`src/rtl/phase_sequencer_if.sv`:
```
// Control bundle between the instruction-phase sequencer and the datapath that consumes
// its phase enables. The sequencer attaches through the slave modport; the processor-side
// controller (or a bench) attaches through the master modport.
interface phase_sequencer_if #(
    parameter int unsigned N_PHASES = 5,
    parameter int unsigned CNT_W    = 16
);
    localparam int unsigned IDX_W = $clog2(N_PHASES);

    logic                run;
    logic                stall;
    logic                halt_req;
    logic                step_mode;
    logic                step;
    logic [N_PHASES-1:0] phase;
    logic [IDX_W-1:0]    phase_idx;
    logic                last_phase;
    logic                halted;
    logic                paused;
    logic [CNT_W-1:0]    instr_count;

    modport master (
        output run, stall, halt_req, step_mode, step,
        input  phase, phase_idx, last_phase, halted, paused, instr_count
    );

    modport slave (
        input  run, stall, halt_req, step_mode, step,
        output phase, phase_idx, last_phase, halted, paused, instr_count
    );
endinterface

```
`src/rtl/phase_sequencer.sv`:
```
// Multi-cycle instruction phase sequencer: one-hot phase generator with stall, halt/restart,
// a retired-instruction counter and optional single-step debug.
// Optional feature: define PHASE_SEQ_STEP_EN to enable single-step pausing after each retire.
// Without it, step_mode/step are ignored and paused is tied low.
module phase_sequencer #(
    parameter int unsigned N_PHASES = 5,
    parameter int unsigned CNT_W    = 16
) (
    input logic              clk,
    input logic              rst,
    phase_sequencer_if.slave bus
);
    localparam int unsigned IDX_W = $clog2(N_PHASES);

    typedef enum logic [1:0] {StRun, StHalt, StPause} state_e;

    state_e              state_q, state_d;
    logic [N_PHASES-1:0] phase_q, phase_d;
    logic [IDX_W-1:0]    idx_q, idx_d;
    logic [CNT_W-1:0]    cnt_q, cnt_d;
    logic                step_pause;
    logic                resume;

`ifdef PHASE_SEQ_STEP_EN
    assign step_pause = bus.step_mode;
    assign resume     = bus.step | bus.run;
`else
    logic unused_step;
    assign unused_step = bus.step_mode ^ bus.step;
    assign step_pause  = 1'b0;
    assign resume      = bus.run;
`endif

    // State, phase and counter registers; synchronous active-low reset restarts at phase 0.
    always_ff @(posedge clk) begin
        if (!rst) begin
            state_q <= StRun;
            phase_q <= N_PHASES'(1);
            idx_q   <= '0;
            cnt_q   <= '0;
        end else begin
            state_q <= state_d;
            phase_q <= phase_d;
            idx_q   <= idx_d;
            cnt_q   <= cnt_d;
        end
    end

    // Next-state: advance, retire, halt or pause; HALT/PAUSE park phase at all-zero.
    always_comb begin
        state_d = state_q;
        phase_d = phase_q;
        idx_d   = idx_q;
        cnt_d   = cnt_q;
        unique case (state_q)
            StRun: begin
                if (!bus.stall) begin
                    if (phase_q[N_PHASES-1]) begin
                        cnt_d = cnt_q + CNT_W'(1);
                        idx_d = '0;
                        if (bus.halt_req) begin
                            state_d = StHalt;
                            phase_d = '0;
                        end else if (step_pause) begin
                            state_d = StPause;
                            phase_d = '0;
                        end else begin
                            phase_d = N_PHASES'(1);
                        end
                    end else begin
                        phase_d = {phase_q[N_PHASES-2:0], 1'b0};
                        idx_d   = idx_q + IDX_W'(1);
                    end
                end
            end
            StHalt: begin
                if (bus.run) begin
                    state_d = StRun;
                    phase_d = N_PHASES'(1);
                    idx_d   = '0;
                end
            end
            StPause: begin
                if (resume) begin
                    state_d = StRun;
                    phase_d = N_PHASES'(1);
                    idx_d   = '0;
                end
            end
            default: begin
                state_d = StRun;
                phase_d = N_PHASES'(1);
                idx_d   = '0;
            end
        endcase
    end

    // Outputs are pure decodes of the registers above.
    always_comb begin
        bus.phase       = phase_q;
        bus.phase_idx   = idx_q;
        bus.last_phase  = phase_q[N_PHASES-1] & (state_q == StRun);
        bus.halted      = (state_q == StHalt);
`ifdef PHASE_SEQ_STEP_EN
        bus.paused      = (state_q == StPause);
`else
        bus.paused      = 1'b0;
`endif
        bus.instr_count = cnt_q;
    end
endmodule

```
`src/flat_wrapper.sv`:
```
// flat-port wrapper written by rule: the top's interface ports become plain ports
module phase_sequencer_flat 
#(
    parameter int unsigned N_PHASES = 5,
    parameter int unsigned CNT_W    = 16
)
  (clk, rst, bus_run, bus_stall, bus_halt_req, bus_step_mode, bus_step, bus_phase, bus_phase_idx, bus_last_phase, bus_halted, bus_paused, bus_instr_count);
  phase_sequencer_if #(.N_PHASES(N_PHASES), .CNT_W(CNT_W)) bus_i ();
  input logic clk;
  input logic rst;
  input wire logic [$bits(bus_i.run)-1:0] bus_run;
  input wire logic [$bits(bus_i.stall)-1:0] bus_stall;
  input wire logic [$bits(bus_i.halt_req)-1:0] bus_halt_req;
  input wire logic [$bits(bus_i.step_mode)-1:0] bus_step_mode;
  input wire logic [$bits(bus_i.step)-1:0] bus_step;
  output wire logic [$bits(bus_i.phase)-1:0] bus_phase;
  output wire logic [$bits(bus_i.phase_idx)-1:0] bus_phase_idx;
  output wire logic [$bits(bus_i.last_phase)-1:0] bus_last_phase;
  output wire logic [$bits(bus_i.halted)-1:0] bus_halted;
  output wire logic [$bits(bus_i.paused)-1:0] bus_paused;
  output wire logic [$bits(bus_i.instr_count)-1:0] bus_instr_count;
  assign bus_i.run = bus_run;
  assign bus_i.stall = bus_stall;
  assign bus_i.halt_req = bus_halt_req;
  assign bus_i.step_mode = bus_step_mode;
  assign bus_i.step = bus_step;
  assign bus_phase = bus_i.phase;
  assign bus_phase_idx = bus_i.phase_idx;
  assign bus_last_phase = bus_i.last_phase;
  assign bus_halted = bus_i.halted;
  assign bus_paused = bus_i.paused;
  assign bus_instr_count = bus_i.instr_count;
  phase_sequencer #(.N_PHASES(N_PHASES), .CNT_W(CNT_W)) u_core (.clk(clk), .rst(rst), .bus(bus_i));
endmodule
```
`config.mk`:
```
export PLATFORM = sky130hd
export DESIGN_NAME = phase_sequencer_flat
export DESIGN_NICKNAME = d
export VERILOG_FILES = /design/src/rtl/phase_sequencer_if.sv /design/src/rtl/phase_sequencer.sv /design/src/flat_wrapper.sv
export SDC_FILE = /design/constraint.sdc
export NUM_CORES = 1
export LEC_CHECK = 0
export ABC_AREA = 1
export BUFFER_PORTS_ARGS = -buffer_cell sky130_fd_sc_hd__buf_2
export CORE_ASPECT_RATIO = 0.7
export CORE_MARGIN = 2
export CORE_UTILIZATION = 45
export CTS_BUF_LIST = sky130_fd_sc_hd__clkbuf_4 sky130_fd_sc_hd__clkbuf_8
export CTS_CLUSTER_SIZE = 20
export DETAILED_ROUTE_END_ITERATION = 8
export PLACE_DENSITY = 0.79
export SLEW_MARGIN = 20
export SYNTH_ARGS = -nofsm -noshare
export SYNTH_HDL_FRONTEND = slang
export SYNTH_SLANG_ARGS = --single-unit
```
`constraint.sdc`:
```
create_clock -name clk -period 3.17 [get_ports clk]
set_input_delay 0.634 -clock clk [delete_from_list [all_inputs] [get_ports clk]]
set_output_delay 0.634 -clock clk [all_outputs]
set_load 0.01 [all_outputs]
```
==> impl_summary.log, run 1 <==
INFO  metric postRouteAntennaNets = 0
INFO  metric grt_setup_unrepaired = no
INFO  metric layout.area.seq = roughly 500 um2
INFO  metric gr-usage-all-layers = roughly 16%
INFO  metric syn2layout_area_growth = 18.8%
INFO  metric multi_input_area = roughly 580 um2
INFO  metric setup_slack = 1450 ps
INFO  metric layoutNonFillerInstCount = between 200 and 250
INFO  metric synth.lib_cells_used.distinct = 24
INFO  metric drtIter0Drc = 62
INFO  metric criticalPathCategory = register to primary output
INFO  metric worst_skew_pair.late_latency = 260 ps
INFO  metric grt_pass1_vias = about 800
INFO  metric finalWeightedCongestion = around 0.85
INFO  metric critPathArrivalTime = ~1100 ps
INFO  metric cts_buffers = 3
INFO  metric tritoncts = done
INFO  metric finalSetupViolCount = 0
INFO  metric clock_tree.htree_level_count = 1
INFO  metric clock_transition_time_at_the_flip_flop_clock_pins_of_the_worst_setup_and_hold_paths = about 80 ps
INFO  metric detail_route.drc_violations = 0
INFO  metric wire_per_inst = a little under 10 um
INFO  metric via_count = 1132
INFO  metric grt_first_pass_wirelength = between 3000 and 4000 um
INFO  metric clockRootBuffer = sky130_fd_sc_hd__clkbuf_8
INFO  metric holdWs = between 400 and 500 ps
INFO  metric routed_wirelength = around 2300 um
INFO  metric die_x = around 65 um
INFO  metric mappedNetlistNets = 183
INFO  metric core.rowCount = 15
INFO  metric nNetsFinal = about 220
INFO  metric timing.critical_path.slowest_cell_delay = between 400 and 500 ps
INFO  metric synth.avg_cell_area = approximately 6.8 um2
INFO  metric period_minus_slack = about 1700 ps
INFO  metric share_of_synthesized_area_occupied_by_flip_flops_and_latches = between 40% and 50%
INFO  metric power.ir.vdd_worst = about 0.34 mV
INFO  metric final_hold_viols = 0
INFO  metric final_max_slew_viol_count = 0
INFO  metric critPathTopFamily = flip-flops
INFO  metric place.detailed.hpwl = around 1700 um
INFO  metric ctsHoldBuffers = 0
INFO  metric status = complete, no violations
INFO  metric crit_path_end_kind = primary output
INFO  metric total_power = just under 0.6 mW
INFO  metric globalRoute.totalOverflow = 0
INFO  metric postCtsResizedCells = 0
INFO  metric most-common-layout-cells = sky130_fd_sc_hd__nand2_1, sky130_fd_sc_hd__buf_2, sky130_fd_sc_hd__nor2_1
INFO  metric fillers = between 200 and 300
INFO  metric ports_placed_on_the_boundary = 34
INFO  metric postSynthCellCount = 174
INFO  metric layout_commonest_cell = sky130_fd_sc_hd__nand2_1
INFO  metric dp_slack = 1470 ps
INFO  metric worst_hold_check_path_type = register to register
INFO  metric antenna_cells = 0
INFO  metric detail_route.first_pass.iterations = 4
INFO  metric power_per_cell_area = around 420 nW/um2
INFO  metric worst-endpoint-required = approximately 2500 ps
INFO  metric initial_util = about 48%
INFO  metric power.leakage = approximately 0.68 nW
INFO  metric cts_post_setup_buffers_inserted = 0
INFO  metric crit_path_max_fanout = 5
INFO  metric final_layout_size_suffix_gt1_share = roughly 21%
INFO  metric start_kind = register
INFO  metric tritoncts_num_sinks = 25
INFO  metric chain_of_cells_forming_the_critical_path = inv_1 > nand2_1 > inv_1 > buf_2
INFO  metric numPortBuffers = 30
INFO  metric worst_clock_skew = about 3.6 ps
INFO  metric postSynthRegisterBits = 25
INFO  metric cts_buffer_depth = 2
INFO  metric die_area = 3070 um2
INFO  metric crit_path_top_cell_by_count = sky130_fd_sc_hd__inv_1
INFO  metric die_height = 47.0 um
INFO  metric fmaxAchievable = 0.581 GHz
INFO  metric place_inst = 235
INFO  metric timing.critical_path.buf_inv = 3
INFO  metric detail_route.vias_per_cell = approximately 4.7
INFO  metric synth-warning-count = 0
INFO  metric core_region_area = 2480 um2
INFO  metric totalNegativeSetupSlack = 0 ps
INFO  metric grt_start_max_net_pins = 19
INFO  metric timing.critical_path.slowest_stage_cell = sky130_fd_sc_hd__dfxtp_1
INFO  metric max-cap-violations = 0
INFO  metric syn-cell-area = roughly 1200 um2
INFO  metric initial_antenna_violation_count = 0
INFO  metric fin_crit_sh = 54.3%
power breakdown:
group / switching [mW] / internal [mW] / leakage (nW)
clock: 0.0983 / 0.0878 / 0.0255
combinational: 0.0425 / 0.0258 / 0.451
sequential: 0.0100 / 0.326 / 0.203
total: 0.151 / 0.440 / 0.680
Yosys cell counts:
cell	n	area, um2
sky130_fd_sc_hd__nand4_1	1	6.26
sky130_fd_sc_hd__dfxtp_1	25	500
sky130_fd_sc_hd__buf_4	1	7.51
sky130_fd_sc_hd__inv_4	1	6.26
sky130_fd_sc_hd__conb_1	1	3.75
sky130_fd_sc_hd__nand2_1	40	150
sky130_fd_sc_hd__or2_0	1	6.26
sky130_fd_sc_hd__a21oi_1	10	50.1
sky130_fd_sc_hd__nor2_1	28	105
sky130_fd_sc_hd__o21bai_1	1	7.51
sky130_fd_sc_hd__inv_1	23	86.3
sky130_fd_sc_hd__nor2_2	4	25.0
sky130_fd_sc_hd__nand2_2	3	18.8
sky130_fd_sc_hd__nand3_1	12	60.1
sky130_fd_sc_hd__clkbuf_1	1	3.75
sky130_fd_sc_hd__ha_1	2	25.0
sky130_fd_sc_hd__xor2_1	1	8.76
sky130_fd_sc_hd__nor2_4	1	11.3
sky130_fd_sc_hd__a31oi_1	1	6.26
sky130_fd_sc_hd__nor3_1	3	15.0
sky130_fd_sc_hd__a211oi_1	4	30.0
sky130_fd_sc_hd__o21ai_0	8	40.0
sky130_fd_sc_hd__buf_2	1	5.00
sky130_fd_sc_hd__o21ai_2	1	8.76
worst register-to-register path: stages, from the launching register on:
cell                       delay, ps
sky130_fd_sc_hd__dfxtp_1         400
sky130_fd_sc_hd__ha_1            210
sky130_fd_sc_hd__nand3_1          80
sky130_fd_sc_hd__nor2_1          240
sky130_fd_sc_hd__nand2_1         130
sky130_fd_sc_hd__o21bai_1        140
sky130_fd_sc_hd__inv_1            50
sky130_fd_sc_hd__nor2_1           70
stage by stage:
stage | utilization (%) | instance area [um2]
after floorplan | - | 1190
after global placement | 55.1 | 1360
after detailed placement | 55.1 | 1360
after CTS | 56.9 | 1410
after global routing | 56.9 | 1410
final | 56.9 | 1410
state kept, by name (all words and copies together), names as in the netlist:
signal / cells
u_core.bus.phase: 5
u_core.bus.phase_idx: 3
u_core.bus.instr_count: 16
u_core.state_q: 1
logic make-up after synthesis:
kind of cell,after synthesis,share of synthesized area [%]
other,1,0.316
XOR/XNOR,1,0.738
buffers and inverters,27,9.17
flip-flops,25,42.1
AO/OA/AOI/OAI,25,12.0
AND/OR/NAND/NOR,93,33.5
adder cells (fa/ha/maj),2,2.11
area by class of cell:
type	count	area share (%)
clock buffers	3	2.93
clock inverters	1	0.355
inverters	24	6.57
multi-input cells	122	41.0
flip-flops and latches	25	35.5
well taps	34	3.02
repair buffers	30	10.6
routing by layer:
layer  wire length [um]  GRT usage, %  part of all wire (%)
met4                 12          2.50                  0.52
met2                917          22.7                    40
met5                  0             0                     0
met3                131          5.76                   5.7
met1               1240          23.4                    54
final timing paths:
kind | startpoint | endpoint | slack, ps | cells after the start
worst max-delay path | u_core.state_q[0] | bus_last_phase | 1450 | 4
worst min-delay path | u_core.bus.phase[1] | u_core.bus.phase[2] | 470 | 2
worst max register to register | u_core.bus.instr_count[0] | u_core.bus.instr_count[10] | 1800 | 7
worst min register to register | u_core.bus.phase[1] | u_core.bus.phase[2] | 470 | 2
(Power assumes the default switching activity.)
==> run 2: changes to the inputs <==
Clock period 3.17 ns to 1.67 ns, I/O delays scaled along.
==> run 2 against run 1 <==
  * Worst hold slack got worse by 170 ps
  * Largest power group unchanged
  * Highest routed layer unchanged
  * First-iteration DRC count fell by 23%
  * Critical path type unchanged
  * Critical path depth did not move
  * Cell area rose by 1.3%
  * Clock power rose by 100%
  * Clock skew barely moved
  * Global-route usage rose by 1.6 points
  * Final cell count rose by 0.84%
  * Die area did not move
  * Sequential power rose by 90%
  * Count of clock-buffer cells in the layout did not move
  * Critical endpoint unchanged
  * Core utilization rose by 0.76 points
==> impl_summary.log, run 2 (synthesis results as in run 1) <==
INFO  metric detail_route.vias_per_cell = 4.83 (+2.0%)
INFO  metric totalNegativeSetupSlack = 0 ps (unchanged)
INFO  metric tritoncts = done
INFO  metric gr-usage-all-layers = 17.5% (+1.6 points)
INFO  metric period_minus_slack = 1430 ps
INFO  metric worst-endpoint-required = 1340 ps (-1200 ps)
INFO  metric finalWeightedCongestion = 0.858 (+0.96%)
INFO  metric setup_slack = 237 ps (-1210 ps)
INFO  metric grt_setup_unrepaired = no
INFO  metric worst_clock_skew = 3.89 ps (+0.280 ps)
INFO  metric share_seq_of_total_power = 55.4% (-1.5 points)
INFO  metric nNetsFinal = 217 (+0.93%)
INFO  metric fmaxAchievable = 0.698 GHz
INFO  metric power_per_cell_area = 806 nW/um2 (+92%)
INFO  metric worst_skew_pair.late_latency = 270 ps (about the same)
INFO  metric layout.area.seq = 500 um2 (unchanged)
INFO  metric max-cap-violations = 0 (unchanged)
INFO  metric criticalPathCategory = register to primary output
INFO  metric globalRoute.totalOverflow = 0 (unchanged)
INFO  metric cellInternalPower = 0.848 mW (+93%)
INFO  metric crit_path_top_cell_by_count = sky130_fd_sc_hd__inv_1
INFO  metric cts_buffers = 3 (unchanged)
INFO  metric most-common-layout-cells = sky130_fd_sc_hd__nand2_1, sky130_fd_sc_hd__buf_2, sky130_fd_sc_hd__nor2_1
INFO  metric fin_crit_sh = between 80% and 90%
INFO  metric clock_tree.htree_level_count = 1 (unchanged)
INFO  metric routed_wirelength = 2460 um (+6.8%)
INFO  metric cts_buffer_depth = 2 (unchanged)
INFO  metric status = complete, no violations
INFO  metric critPathArrivalTime = 1100 ps (about the same)
INFO  metric core_region_area = 2480 um2 (unchanged)
INFO  metric ctsHoldBuffers = 0 (unchanged)
INFO  metric fillers = 249 (-1.6%)
INFO  metric grt_pass1_vias = 952 (+17%)
INFO  metric start_kind = register
INFO  metric drtIter0Drc = 48 (-23%)
INFO  metric finalSetupViolCount = 0 (unchanged)
INFO  metric timing.critical_path.slowest_cell_delay = 410 ps (about the same)
INFO  metric die_height = 47.0 um (unchanged)
INFO  metric p_sw_share = 26.4% (+0.82 points)
INFO  metric core.rowCount = 15 (unchanged)
INFO  metric detail_route.drc_violations = 0 (unchanged)
INFO  metric via_count = 1164 (+2.8%)
INFO  metric grt_first_pass_wirelength = 4040 um (+8.5%)
INFO  metric initial_util = 47.9% (unchanged)
INFO  metric final_hold_viols = 0 (unchanged)
INFO  metric net-switching-power = 0.303 mW (+100%)
INFO  metric layout_commonest_cell = sky130_fd_sc_hd__nand2_1
INFO  metric timing.critical_path.slowest_stage_cell = sky130_fd_sc_hd__dfxtp_1
INFO  metric dp_slack = 298 ps (-1170 ps)
INFO  metric grt_start_max_net_pins = 18 (-1)
INFO  metric crit_path_end_kind = primary output
INFO  metric clock_transition_time_at_the_flip_flop_clock_pins_of_the_worst_setup_and_hold_paths = 90 ps (about the same)
INFO  metric antenna_cells = 0 (unchanged)
INFO  metric ports_placed_on_the_boundary = 34 (unchanged)
INFO  metric detail_route.first_pass.iterations = 4 (unchanged)
INFO  metric chain_of_cells_forming_the_critical_path = inv_1 > nand2_1 > inv_1 > buf_2
INFO  metric comb_power_share = 11.9% (+0.3 points)
INFO  metric largest_register_ffs = 16 (unchanged)
INFO  metric syn2layout_area_growth = 20.3%
INFO  metric place.detailed.hpwl = 1900 um (+11%)
INFO  metric clockPowerShare = 32.7% (+1.2 points)
INFO  metric power.ir.vdd_worst = 0.682 mV (+100%)
INFO  metric postRouteAntennaNets = 0 (unchanged)
INFO  metric critPathTopFamily = flip-flops
INFO  metric timing.critical_path.buf_inv = 3 (unchanged)
INFO  metric die_area = 3070 um2 (unchanged)
INFO  metric postCtsResizedCells = 0 (unchanged)
INFO  metric die_x = 65.4 um (unchanged)
INFO  metric power.leakage = 0.690 nW (+1.5%)
INFO  metric clockRootBuffer = sky130_fd_sc_hd__clkbuf_8
INFO  metric final_layout_size_suffix_gt1_share = 22.2% (+0.76 points)
INFO  metric worst_hold_check_path_type = primary input to register
INFO  metric tritoncts_num_sinks = 25 (unchanged)
INFO  metric cts_post_setup_buffers_inserted = 0 (unchanged)
INFO  metric reg2reg_slack = 260 ps (-1540 ps)
INFO  metric numPortBuffers = 30 (unchanged)
INFO  metric final_max_slew_viol_count = 0 (unchanged)
INFO  metric initial_antenna_violation_count = 0 (unchanged)
INFO  metric multi_input_area = 578 um2 (unchanged)
INFO  metric wire_per_inst = 10.2 um (+5.9%)
INFO  metric crit_path_max_fanout = 5 (unchanged)
-- run 2: worst paths after layout --
check / startpoint / end / cells after the start
max: u_core.state_q[0] / bus_last_phase / 4
min: bus_halt_req / u_core.state_q[0] / 3
max reg2reg: u_core.bus.instr_count[0] / u_core.bus.instr_count[10] / 7
min reg2reg: u_core.bus.phase[1] / u_core.bus.phase[2] / 2
-- run 2: final cells by class --
class | instances | area share [%]
multi-input combinational | 122 | 40.5
timing repair buffer | 32 | 11.6
clock inverter | 1 | 0.613
sequential | 25 | 35.0
clock buffer | 3 | 2.89
tap | 34 | 2.98
inverter | 24 | 6.48
-- run 2: power by group through the flow --
stage	Sequential, mW	Clock [mW]	Combinational, mW
finish	0.638	0.376	0.137
floorplan	0.662	0	0.0774
global route	0.643	0.415	0.152
global placement	0.653	0	0.134
CTS	0.638	0.388	0.138
detailed placement	0.652	0	0.138
-- run 2: metal layers --
metal	GRT usage, %	wire, um	vias up
met2	28.0	1030	18
met1	23.2	1290	528
met3	5.76	114	4
met4	5.00	27	0
met5	0	0	-
li1	-	-	614
-- run 2: through the flow --
| stage | hold WS (ps) | instance area (um2) | utilization [%] | power, mW | instances |
|---|---|---|---|---|---|
| after global routing | 309 | 1430 | 57.7 | 1.21 | 241 |
| final | 303 | 1430 | 57.7 | 1.15 | 241 |
| after global placement | 464 | 1380 | 55.7 | 0.787 | 237 |
| after CTS | 301 | 1430 | 57.7 | 1.16 | 241 |
| after floorplan | 473 | 1190 | - | 0.739 | 174 |
| after detailed placement | 472 | 1380 | 55.7 | 0.790 | 237 |
-- run 2: worst register-to-register path: cells and delay by family, from the launching register on --
kind,cells,cell delay [ps]
buf+inv,1,50
simple gates,4,550
flops,1,400
fa+ha+maj,1,220
compound gates,1,140
